`src/rtl/cache_fill_ctrl_if.sv`:
```
// Bundles the cache-side miss signals, the memory read channel and the
// data/tag array write strobes used by cache_fill_ctrl.
// master: the fill controller. slave: the cache/memory environment.
interface cache_fill_ctrl_if #(
    parameter int ADDR_W         = 16,
    parameter int WORDS_PER_LINE = 8
);
    localparam int WI = $clog2(WORDS_PER_LINE);

    // cache miss side
    logic              miss_detected;
    logic [ADDR_W-1:0] miss_address;
    logic              fsm_busy;

    // memory read channel
    logic              mem_req;
    logic              mem_ready;
    logic [ADDR_W-1:0] mem_address;
    logic              mem_data_valid;

    // data / tag array write strobes
    logic              wen_data;
    logic [WI-1:0]     word_enable;
    logic              wen_tag;
    logic              fill_done;

    modport master (
        input  miss_detected, miss_address, mem_ready, mem_data_valid,
        output fsm_busy, mem_req, mem_address, wen_data, word_enable,
               wen_tag, fill_done
    );

    modport slave (
        output miss_detected, miss_address, mem_ready, mem_data_valid,
        input  fsm_busy, mem_req, mem_address, wen_data, word_enable,
               wen_tag, fill_done
    );
endinterface

```
`src/rtl/cache_fill_ctrl.sv`:
```
// Cache line-fill controller.
// On a miss it captures the line base, issues one memory read per accepted
// request, writes every returned word into the data array and finally
// writes the tag. Requests and returns are tracked by independent counters
// so issue and receive overlap.
// Optional feature macro: CACHE_FILL_CRITICAL_WORD_FIRST_EN
//   defined   -> the fill starts at the missed word and wraps around the line
//   undefined -> the fill always runs word 0 .. WORDS_PER_LINE-1
module cache_fill_ctrl #(
    parameter int ADDR_W         = 16,
    parameter int WORDS_PER_LINE = 8,
    parameter int WORD_BYTES     = 2
) (
    input  logic               clk,
    input  logic               rst_n,
    cache_fill_ctrl_if.master  bus
);
    localparam int WI  = $clog2(WORDS_PER_LINE);
    localparam int WB  = $clog2(WORD_BYTES);
    localparam int OFF = WI + WB;

    localparam logic [WI:0]       CNT_ONE   = (WI+1)'(1);
    localparam logic [WI:0]       CNT_FULL  = (WI+1)'(WORDS_PER_LINE);
    localparam logic [WI:0]       CNT_LAST  = (WI+1)'(WORDS_PER_LINE - 1);
    localparam logic [ADDR_W-1:0] LINE_MASK = ADDR_W'((1 << OFF) - 1);

    typedef enum logic [1:0] {
        ST_IDLE = 2'd0,
        ST_FILL = 2'd1,
        ST_TAG  = 2'd2
    } state_t;

    state_t            r_state, w_state_next;
    logic [ADDR_W-1:0] r_base, w_base_next;
    logic [WI:0]       r_issue_cnt, w_issue_cnt_next;
    logic [WI:0]       r_rx_cnt, w_rx_cnt_next;

    logic [WI-1:0]     w_start;       // first word of the current fill
    logic [WI-1:0]     w_issue_idx;   // word index of the pending request
    logic [WI-1:0]     w_rx_idx;      // word index of the next returned word
    logic [ADDR_W-1:0] w_line_base;   // miss address with the in-line offset cleared
    logic [ADDR_W-1:0] w_word_offset; // byte offset of w_issue_idx inside the line
    logic [ADDR_W-1:0] w_req_address;
    logic              w_miss_accept;
    logic              w_mem_req;
    logic              w_issue_fire;
    logic              w_rx_accept;

    logic              w_fsm_busy;
    logic [ADDR_W-1:0] w_mem_address;
    logic              w_wen_data;
    logic [WI-1:0]     w_word_enable;
    logic              w_wen_tag;

    assign w_miss_accept = (r_state == ST_IDLE) && bus.miss_detected;
    assign w_line_base   = bus.miss_address & ~LINE_MASK;

`ifdef CACHE_FILL_CRITICAL_WORD_FIRST_EN
    logic [WI-1:0] r_start;

    // Remember which word missed so the fill begins there.
    always_ff @(posedge clk) begin
        if (!rst_n) begin
            r_start <= '0;
        end else if (w_miss_accept) begin
            r_start <= bus.miss_address[OFF-1:WB];
        end
    end

    assign w_start = r_start;
`else
    assign w_start = '0;
`endif

    // Word indices wrap naturally in WI bits, i.e. modulo WORDS_PER_LINE.
    assign w_issue_idx = w_start + r_issue_cnt[WI-1:0];
    assign w_rx_idx    = w_start + r_rx_cnt[WI-1:0];

    // Place the word index above the byte-in-word bits; everything else is 0,
    // so OR-ing with the line base can never carry out of the line.
    for (genvar gi = 0; gi < ADDR_W; gi++) begin : g_word_offset
        if (gi >= WB && gi < OFF) begin : g_idx_bit
            assign w_word_offset[gi] = w_issue_idx[gi-WB];
        end else begin : g_zero_bit
            assign w_word_offset[gi] = 1'b0;
        end
    end

    assign w_req_address = r_base | w_word_offset;
    assign w_mem_req     = (r_state == ST_FILL) && (r_issue_cnt < CNT_FULL);
    assign w_issue_fire  = w_mem_req && bus.mem_ready;
    // Only registered counts decide whether a word is outstanding, so a
    // request accepted in this very cycle cannot be matched by this valid.
    assign w_rx_accept   = (r_state == ST_FILL) && bus.mem_data_valid &&
                           (r_rx_cnt < r_issue_cnt);

    // State register.
    always_ff @(posedge clk) begin
        if (!rst_n) begin
            r_state <= ST_IDLE;
        end else begin
            r_state <= w_state_next;
        end
    end

    // Line base and issue/receive counters.
    always_ff @(posedge clk) begin
        if (!rst_n) begin
            r_base      <= '0;
            r_issue_cnt <= '0;
            r_rx_cnt    <= '0;
        end else begin
            r_base      <= w_base_next;
            r_issue_cnt <= w_issue_cnt_next;
            r_rx_cnt    <= w_rx_cnt_next;
        end
    end

    // Next state, datapath updates and all outputs.
    always_comb begin
        w_state_next     = r_state;
        w_base_next      = r_base;
        w_issue_cnt_next = r_issue_cnt;
        w_rx_cnt_next    = r_rx_cnt;
        w_fsm_busy       = 1'b0;
        w_mem_address    = '0;
        w_wen_data       = 1'b0;
        w_word_enable    = '0;
        w_wen_tag        = 1'b0;

        case (r_state)
            ST_IDLE: begin
                // The miss cycle itself already stalls the cache.
                w_fsm_busy = bus.miss_detected;
                if (w_miss_accept) begin
                    w_state_next     = ST_FILL;
                    w_base_next      = w_line_base;
                    w_issue_cnt_next = '0;
                    w_rx_cnt_next    = '0;
                end
            end

            ST_FILL: begin
                w_fsm_busy = 1'b1;
                // Address is only driven while a request is pending.
                if (w_mem_req) begin
                    w_mem_address = w_req_address;
                end
                if (w_issue_fire) begin
                    w_issue_cnt_next = r_issue_cnt + CNT_ONE;
                end
                if (w_rx_accept) begin
                    w_wen_data    = 1'b1;
                    w_word_enable = w_rx_idx;
                    w_rx_cnt_next = r_rx_cnt + CNT_ONE;
                    if (r_rx_cnt == CNT_LAST) begin
                        w_state_next = ST_TAG;
                    end
                end
            end

            ST_TAG: begin
                w_fsm_busy   = 1'b1;
                w_wen_tag    = 1'b1;
                w_state_next = ST_IDLE;
            end

            default: begin
                w_state_next = ST_IDLE;
            end
        endcase
    end

    assign bus.fsm_busy    = w_fsm_busy;
    assign bus.mem_req     = w_mem_req;
    assign bus.mem_address = w_mem_address;
    assign bus.wen_data    = w_wen_data;
    assign bus.word_enable = w_word_enable;
    assign bus.wen_tag     = w_wen_tag;
    assign bus.fill_done   = w_wen_tag;

endmodule

```
`src/flat_wrapper.sv`:
```
// flat-port wrapper written by rule: the top's interface ports become plain ports
module cache_fill_ctrl_flat 
#(
    parameter int ADDR_W         = 16,
    parameter int WORDS_PER_LINE = 8,
    parameter int WORD_BYTES     = 2
)
  (clk, rst_n, bus_miss_detected, bus_miss_address, bus_mem_ready, bus_mem_data_valid, bus_fsm_busy, bus_mem_req, bus_mem_address, bus_wen_data, bus_word_enable, bus_wen_tag, bus_fill_done);
  cache_fill_ctrl_if #(.ADDR_W(ADDR_W), .WORDS_PER_LINE(WORDS_PER_LINE)) bus_i ();
  input  logic clk;
  input  logic rst_n;
  input wire logic [$bits(bus_i.miss_detected)-1:0] bus_miss_detected;
  input wire logic [$bits(bus_i.miss_address)-1:0] bus_miss_address;
  input wire logic [$bits(bus_i.mem_ready)-1:0] bus_mem_ready;
  input wire logic [$bits(bus_i.mem_data_valid)-1:0] bus_mem_data_valid;
  output wire logic [$bits(bus_i.fsm_busy)-1:0] bus_fsm_busy;
  output wire logic [$bits(bus_i.mem_req)-1:0] bus_mem_req;
  output wire logic [$bits(bus_i.mem_address)-1:0] bus_mem_address;
  output wire logic [$bits(bus_i.wen_data)-1:0] bus_wen_data;
  output wire logic [$bits(bus_i.word_enable)-1:0] bus_word_enable;
  output wire logic [$bits(bus_i.wen_tag)-1:0] bus_wen_tag;
  output wire logic [$bits(bus_i.fill_done)-1:0] bus_fill_done;
  assign bus_i.miss_detected = bus_miss_detected;
  assign bus_i.miss_address = bus_miss_address;
  assign bus_i.mem_ready = bus_mem_ready;
  assign bus_i.mem_data_valid = bus_mem_data_valid;
  assign bus_fsm_busy = bus_i.fsm_busy;
  assign bus_mem_req = bus_i.mem_req;
  assign bus_mem_address = bus_i.mem_address;
  assign bus_wen_data = bus_i.wen_data;
  assign bus_word_enable = bus_i.word_enable;
  assign bus_wen_tag = bus_i.wen_tag;
  assign bus_fill_done = bus_i.fill_done;
  cache_fill_ctrl #(.ADDR_W(ADDR_W), .WORDS_PER_LINE(WORDS_PER_LINE), .WORD_BYTES(WORD_BYTES)) u_core (.clk(clk), .rst_n(rst_n), .bus(bus_i));
endmodule
```
`config.mk`:
```
export PLATFORM = sky130hd
export DESIGN_NAME = cache_fill_ctrl_flat
export DESIGN_NICKNAME = d
export VERILOG_FILES = /design/src/rtl/cache_fill_ctrl_if.sv /design/src/rtl/cache_fill_ctrl.sv /design/src/flat_wrapper.sv
export SDC_FILE = /design/constraint.sdc
export NUM_CORES = 1
export LEC_CHECK = 0
export CAP_MARGIN = 20
export CORE_ASPECT_RATIO = 0.75
export CORE_MARGIN = 5
export CORE_UTILIZATION = 30
export CTS_CLUSTER_DIAMETER = 80
export DETAILED_ROUTE_END_ITERATION = 7
export DONT_BUFFER_PORTS = 1
export PLACE_DENSITY_LB_ADDON = 0.15
export SYNTH_ARGS = -nofsm -noshare
export SYNTH_HDL_FRONTEND = slang
export SYNTH_SLANG_ARGS = --single-unit
```
`constraint.sdc`:
```
create_clock -name clk -period 2.75 [get_ports clk]
set_input_delay 0.55 -clock clk [delete_from_list [all_inputs] [get_ports clk]]
set_output_delay 0.55 -clock clk [all_outputs]
set_load 0.05 [all_outputs]
```
Word-level counts from Yosys, hierarchy flattened
Cells that the tools add are included.
W data, S select, Z words.
- flip-flop bits (word level): 22
- output and inout bits: 24
- word-level logic and storage cells: 45
- $add $sub $neg: 2
- magnitude comparators: 2
- eq/ne operators: 7
- muxes and demuxes: 17
- bitwise gates (word level): 1
- reductions and logical operators: 12
- operators by type and width (operator ; number):
    $mux W16 ; 2
    $or A16 B4 Y16 ; 1
    $pmux W4 S2 ; 2
    $mux W4 ; 3
    $reduce_and A3 Y1 ; 3
    $add A4 B1 Y4 const B ; 2
    $mux W2 ; 3
    $mux W3 ; 2
    $ne A2 B1 Y1 const B ; 3
    $logic_and A1 B1 Y1 ; 5
    $eq A4 B3 Y1 const B ; 1
    $lt A4 B4 Y1 ; 1
    $lt A4 B4 Y1 const B ; 1
    $pmux W2 S2 ; 1
    $mux W1 ; 3
    $eq A2 B1 Y1 const B ; 1
    $eq A2 B2 Y1 const B ; 1
    $logic_not A2 Y1 ; 1
    $ne A2 B2 Y1 const B ; 1
    $pmux W1 S2 ; 1
    $reduce_and A2 Y1 ; 1
    $reduce_bool A2 Y1 ; 1
    $reduce_or A2 Y1 ; 1

Depth between registers and ports, before layout
Gate-level depths: netlist of run 1.
- depth in word-level cells: 5
- gate-level depth with buffers: 8

Worst setup path after synthesis of run 1
No wires, ideal clock.
- kind: flip-flop to output port
- start: register u_core.r_issue_cnt[3]
- end: output bus_word_enable[0]
- data arrival time: 2013 ps
- required time: 2200 ps
- path slack: 187 ps
- stages on the path, launching flop included: 8
- path buffers: 1
- cell sequence: dfxtp_1 -> inv_1 -> clkbuf_1 -> ha_1 -> o211ai_1 -> o211ai_4 -> nor2_4 -> and2_1
- cells in the longest elaborated chain, start to end: 4
- RTL lines (item ; line ; RTL):
    from (decl) ; cache_fill_ctrl.sv:35 ; logic [WI:0] r_issue_cnt, w_issue_cnt_next;
    from (signal assigned) ; cache_fill_ctrl.sv:114 ; r_issue_cnt <= w_issue_cnt_next;
    $lt A4 B4 Y1 ; cache_fill_ctrl.sv:95 ; (r_rx_cnt < r_issue_cnt);
    $logic_and A1 B1 Y1 ; cache_fill_ctrl.sv:94 ; assign w_rx_accept = (r_state == ST_FILL) && bus.mem_data_valid &&
    $mux W3 ; cache_fill_ctrl.sv:152 ; if (w_rx_accept) begin
    $mux W3 ; cache_fill_ctrl.sv:131 ; case (r_state)
    to (decl) ; flat_wrapper.sv:20 ; output wire logic [$bits(bus_i.word_enable)-1:0] bus_word_enable;
No other way between the ends.

Worst setup path after layout of run 1
- start: register u_core.r_state[1]
- end: output bus_word_enable[2]
- cells in the longest elaborated chain, start to end: 5
- RTL lines (item ; line ; RTL):
    from (decl) ; cache_fill_ctrl.sv:33 ; state_t r_state, w_state_next;
    from (signal assigned) ; cache_fill_ctrl.sv:102 ; r_state <= w_state_next;
    $eq A2 B1 Y1 * ; cache_fill_ctrl.sv:94, cache_fill_ctrl.sv:131 ;
    $logic_and A1 B1 Y1 (2 in a row) ; cache_fill_ctrl.sv:94 ;
    $mux W3 ; cache_fill_ctrl.sv:152 ;
    $mux W3 * ; cache_fill_ctrl.sv:131 ;
Mark *: on every way between the ends. The rest lies on a longest branch, timed or not.

==> flow_metrics.tcl, run 1 <==
set metrics [dict create \
    cts.htree.levels 1 \
    worstSetupPathType "flop to output port" \
    drc 0 \
    path_max_fanout 16 \
    pre_cts_slack_ps 519 \
    cts-resized-gates 0 \
    drtIter0Drc 51 \
    area_growth_pct 16.8 \
    min_to "u_core.r_base[11]" \
    clkTransAtPathRegs_ps 80 \
    start_kind "flop" \
    ios 45 \
    design_area_sq_um 1480 \
    worst_hold_slack_ps 421 \
    postCtsHoldBufs 0 \
    drt_first_pass_iters 4 \
    synth_edf_count 0 \
    drive_above_1_share_pct 16.1 \
    rsz0062_at_grt "no" \
    grt_usage_pct 11.3 \
    ant_nets 0 \
    hold_class "input pin to flop" \
    avgSynthCellArea_sq_um 8.16 \
    die_h_um 66.2 \
    reg2reg_to "u_core.r_rx_cnt[3]" \
    vdd_drop_max_mv 0.208 \
    wl_per_cell_um 14.1 \
    rows 20 \
    diodes 0 \
    cellLeakagePower_nw 0.613 \
    clkLatencyLatePin_ps 260 \
    endpoint_kind "output port" \
    mostFrequentLayoutCell "nand2_1" \
    clk_path_buf_depth 2 \
    hold_viol_final 0 \
    tns_ps 0 \
    ys_types 33 \
    antenna_found_initial 0 \
    cts_made_buffers 3 \
    post-route-period-util_pct 91.3 \
    ys_warn_count 0 \
    clock-sinks 22 \
    p_per_area_nw_per_um2 555 \
    start_util_pct 31.2 \
    die_w_um 85.0 \
    r2r-start "u_core.r_state[1]" \
    vias 1049 \
    die-area_sq_um 5630 \
    r2r_setup_slack_ps 600 \
    placed_cells 212 \
    fin_crit_ps 2510 \
    port_buffers 0 \
    max_slew.worst_pin.slew_ps 516 \
    cts-root-buf "clkbuf_8" \
    core_region_area_sq_um 4050 \
    gp_congestion 0.818 \
    grt_max_degree 18 \
    max_slew_margin_pct 65.6 \
    layout_setup_ws_ps 239 \
    finish.utilization_pct 36.5 \
    fmax_mhz 398 \
    synth_area_sq_um 1260 \
    skew_ps 2.63 \
    min_from "bus_miss_address[11]" \
    yosysSeqAreaShare_pct 34.8 \
    vias_per_cell 4.86 \
    netlist_instances 155 \
    synth-seq-cells 22 \
    outcome "complete, no violations" \
    drv_slew 0 \
    grt_remaining_overflow 0 \
    postCtsSetupRepairBufs 0 \
    grt_pass1_vias 1082 \
    synth_ff_type "dfxtp_1" \
    grt_pass1_wl_um 5090 \
    syn-num-nets 186 \
    dp_hpwl_um 2330 \
    drv_cap 0 \
    hold_depth 2 \
    setup_viol 0 \
    layout.nets 193 \
    async_flop_share_pct 0 \
    critPathRequiredTime_ps 2200 \
    worst_ep_arrival_time_ps 1960 \
    layout_common_cells "nand2_1, dfxtp_1, a21oi_1" \
    cts_tree "yes" \
    power_mw 0.820 \
    place_area_sq_um 1420 \
    rr_worst_depth 7 \
    stdcell_count 216 \
    drt-total-wl_um 3040 \
]
cells in the mapped netlist, types with 2 or more instances:
cell,number,share of area (%)
nand2_1,33,9.8
ha_1,10,9.9
and2_1,4,2.0
and3_1,13,6.4
buf_4,2,1.2
a21oi_1,16,6.3
mux2i_1,3,2.4
xnor2_1,2,1.4
nor3_1,2,0.79
nand2b_1,3,1.5
clkbuf_1,7,2.1
nor2_1,6,1.8
nand3_1,4,1.6
dfxtp_1,22,35
a21o_2,2,1.4
o211ai_1,3,1.8
inv_1,7,2.1
final cells by class:
| type | count | area (sq um) |
|---|---|---|
| fillers | 446 | 2580 |
| multi-input cells | 116 | 763 |
| flip-flops and latches | 22 | 440 |
| repair buffers | 11 | 120 |
| well taps | 55 | 68.8 |
| clock buffers | 4 | 55.1 |
| inverters | 8 | 30.0 |
state kept, by name, indices dropped and copies added (netlist names):
register / count
u_core.r_base: 12
u_core.r_issue_cnt: 4
u_core.r_rx_cnt: 4
u_core.r_state: 2
where the power goes:
group          switching [mW]  leakage (nW)  internal [mW]  total (mW)
Combinational           0.165         0.405         0.0685       0.234
Sequential             0.0163         0.180          0.341       0.357
Clock                   0.102        0.0288          0.127       0.230
worst max path at each step:
stage               depth (start not counted)                 end                  start  slack, ps
floorplan                                   7  bus_word_enable[0]  u_core.r_issue_cnt[3]        190
global placement                            5  bus_word_enable[2]      u_core.r_state[0]        570
detailed placement                          6  bus_word_enable[2]      u_core.r_state[1]        520
CTS                                         5  bus_word_enable[2]      u_core.r_state[0]        210
global route                                6  bus_word_enable[1]      u_core.r_state[1]         40
finish                                      6  bus_word_enable[2]      u_core.r_state[1]        240
kinds of logic after synthesis:
kind of cell    share of synthesized area (%)
xor+xnor                                 1.39
simple gates                             27.9
mux                                      2.37
flops                                    34.8
fa+ha+maj                                9.89
compound gates                           17.7
other cells                             0.296
buf+inv                                  5.64
metal layers:
layer	vias up	track usage [%]	wire (um)	part of all wire, %
li1	539	-	-	-
met1	486	13.6	1450	48
met2	22	18.4	1370	45
met3	2	4.61	202	6.6
met4	0	3.36	19	0.62
met5	-	0	0	0
worst max-delay path, stage by stage, from the launching register on:
cell,delay (ps)
dfxtp_1,330
inv_1,120
ha_1,500
inv_1,240
nor2_4,180
and2_1,180
buf_12,140
Power figures use the tool's default switching activity.
==> run 2: changes to the inputs <==
--- a/config.mk
+++ b/config.mk
@@ -5,13 +5,14 @@
 export SDC_FILE = /design/constraint.sdc
 export NUM_CORES = 1
 export LEC_CHECK = 0
-export CAP_MARGIN = 20
+export CAP_MARGIN = 0
 export CORE_ASPECT_RATIO = 0.75
 export CORE_MARGIN = 5
 export CORE_UTILIZATION = 30
 export CTS_CLUSTER_DIAMETER = 80
 export DETAILED_ROUTE_END_ITERATION = 7
 export DONT_BUFFER_PORTS = 1
+export GPL_ROUTABILITY_DRIVEN = 0
 export PLACE_DENSITY_LB_ADDON = 0.15
 export SYNTH_ARGS = -nofsm -noshare
 export SYNTH_HDL_FRONTEND = slang
==> results of run 2 <==
No change in the layout: final DEF, timing and power equal those of run 1.
==> run 3: changes to the inputs <==
--- a/config.mk
+++ b/config.mk
@@ -9,7 +9,7 @@
 export CORE_ASPECT_RATIO = 0.75
 export CORE_MARGIN = 5
 export CORE_UTILIZATION = 30
-export CTS_CLUSTER_DIAMETER = 80
+export CTS_CLUSTER_DIAMETER = 60
 export DETAILED_ROUTE_END_ITERATION = 7
 export DONT_BUFFER_PORTS = 1
 export GPL_ROUTABILITY_DRIVEN = 0
==> results of run 3 <==
No change in the layout: final DEF, timing and power equal those of run 1.
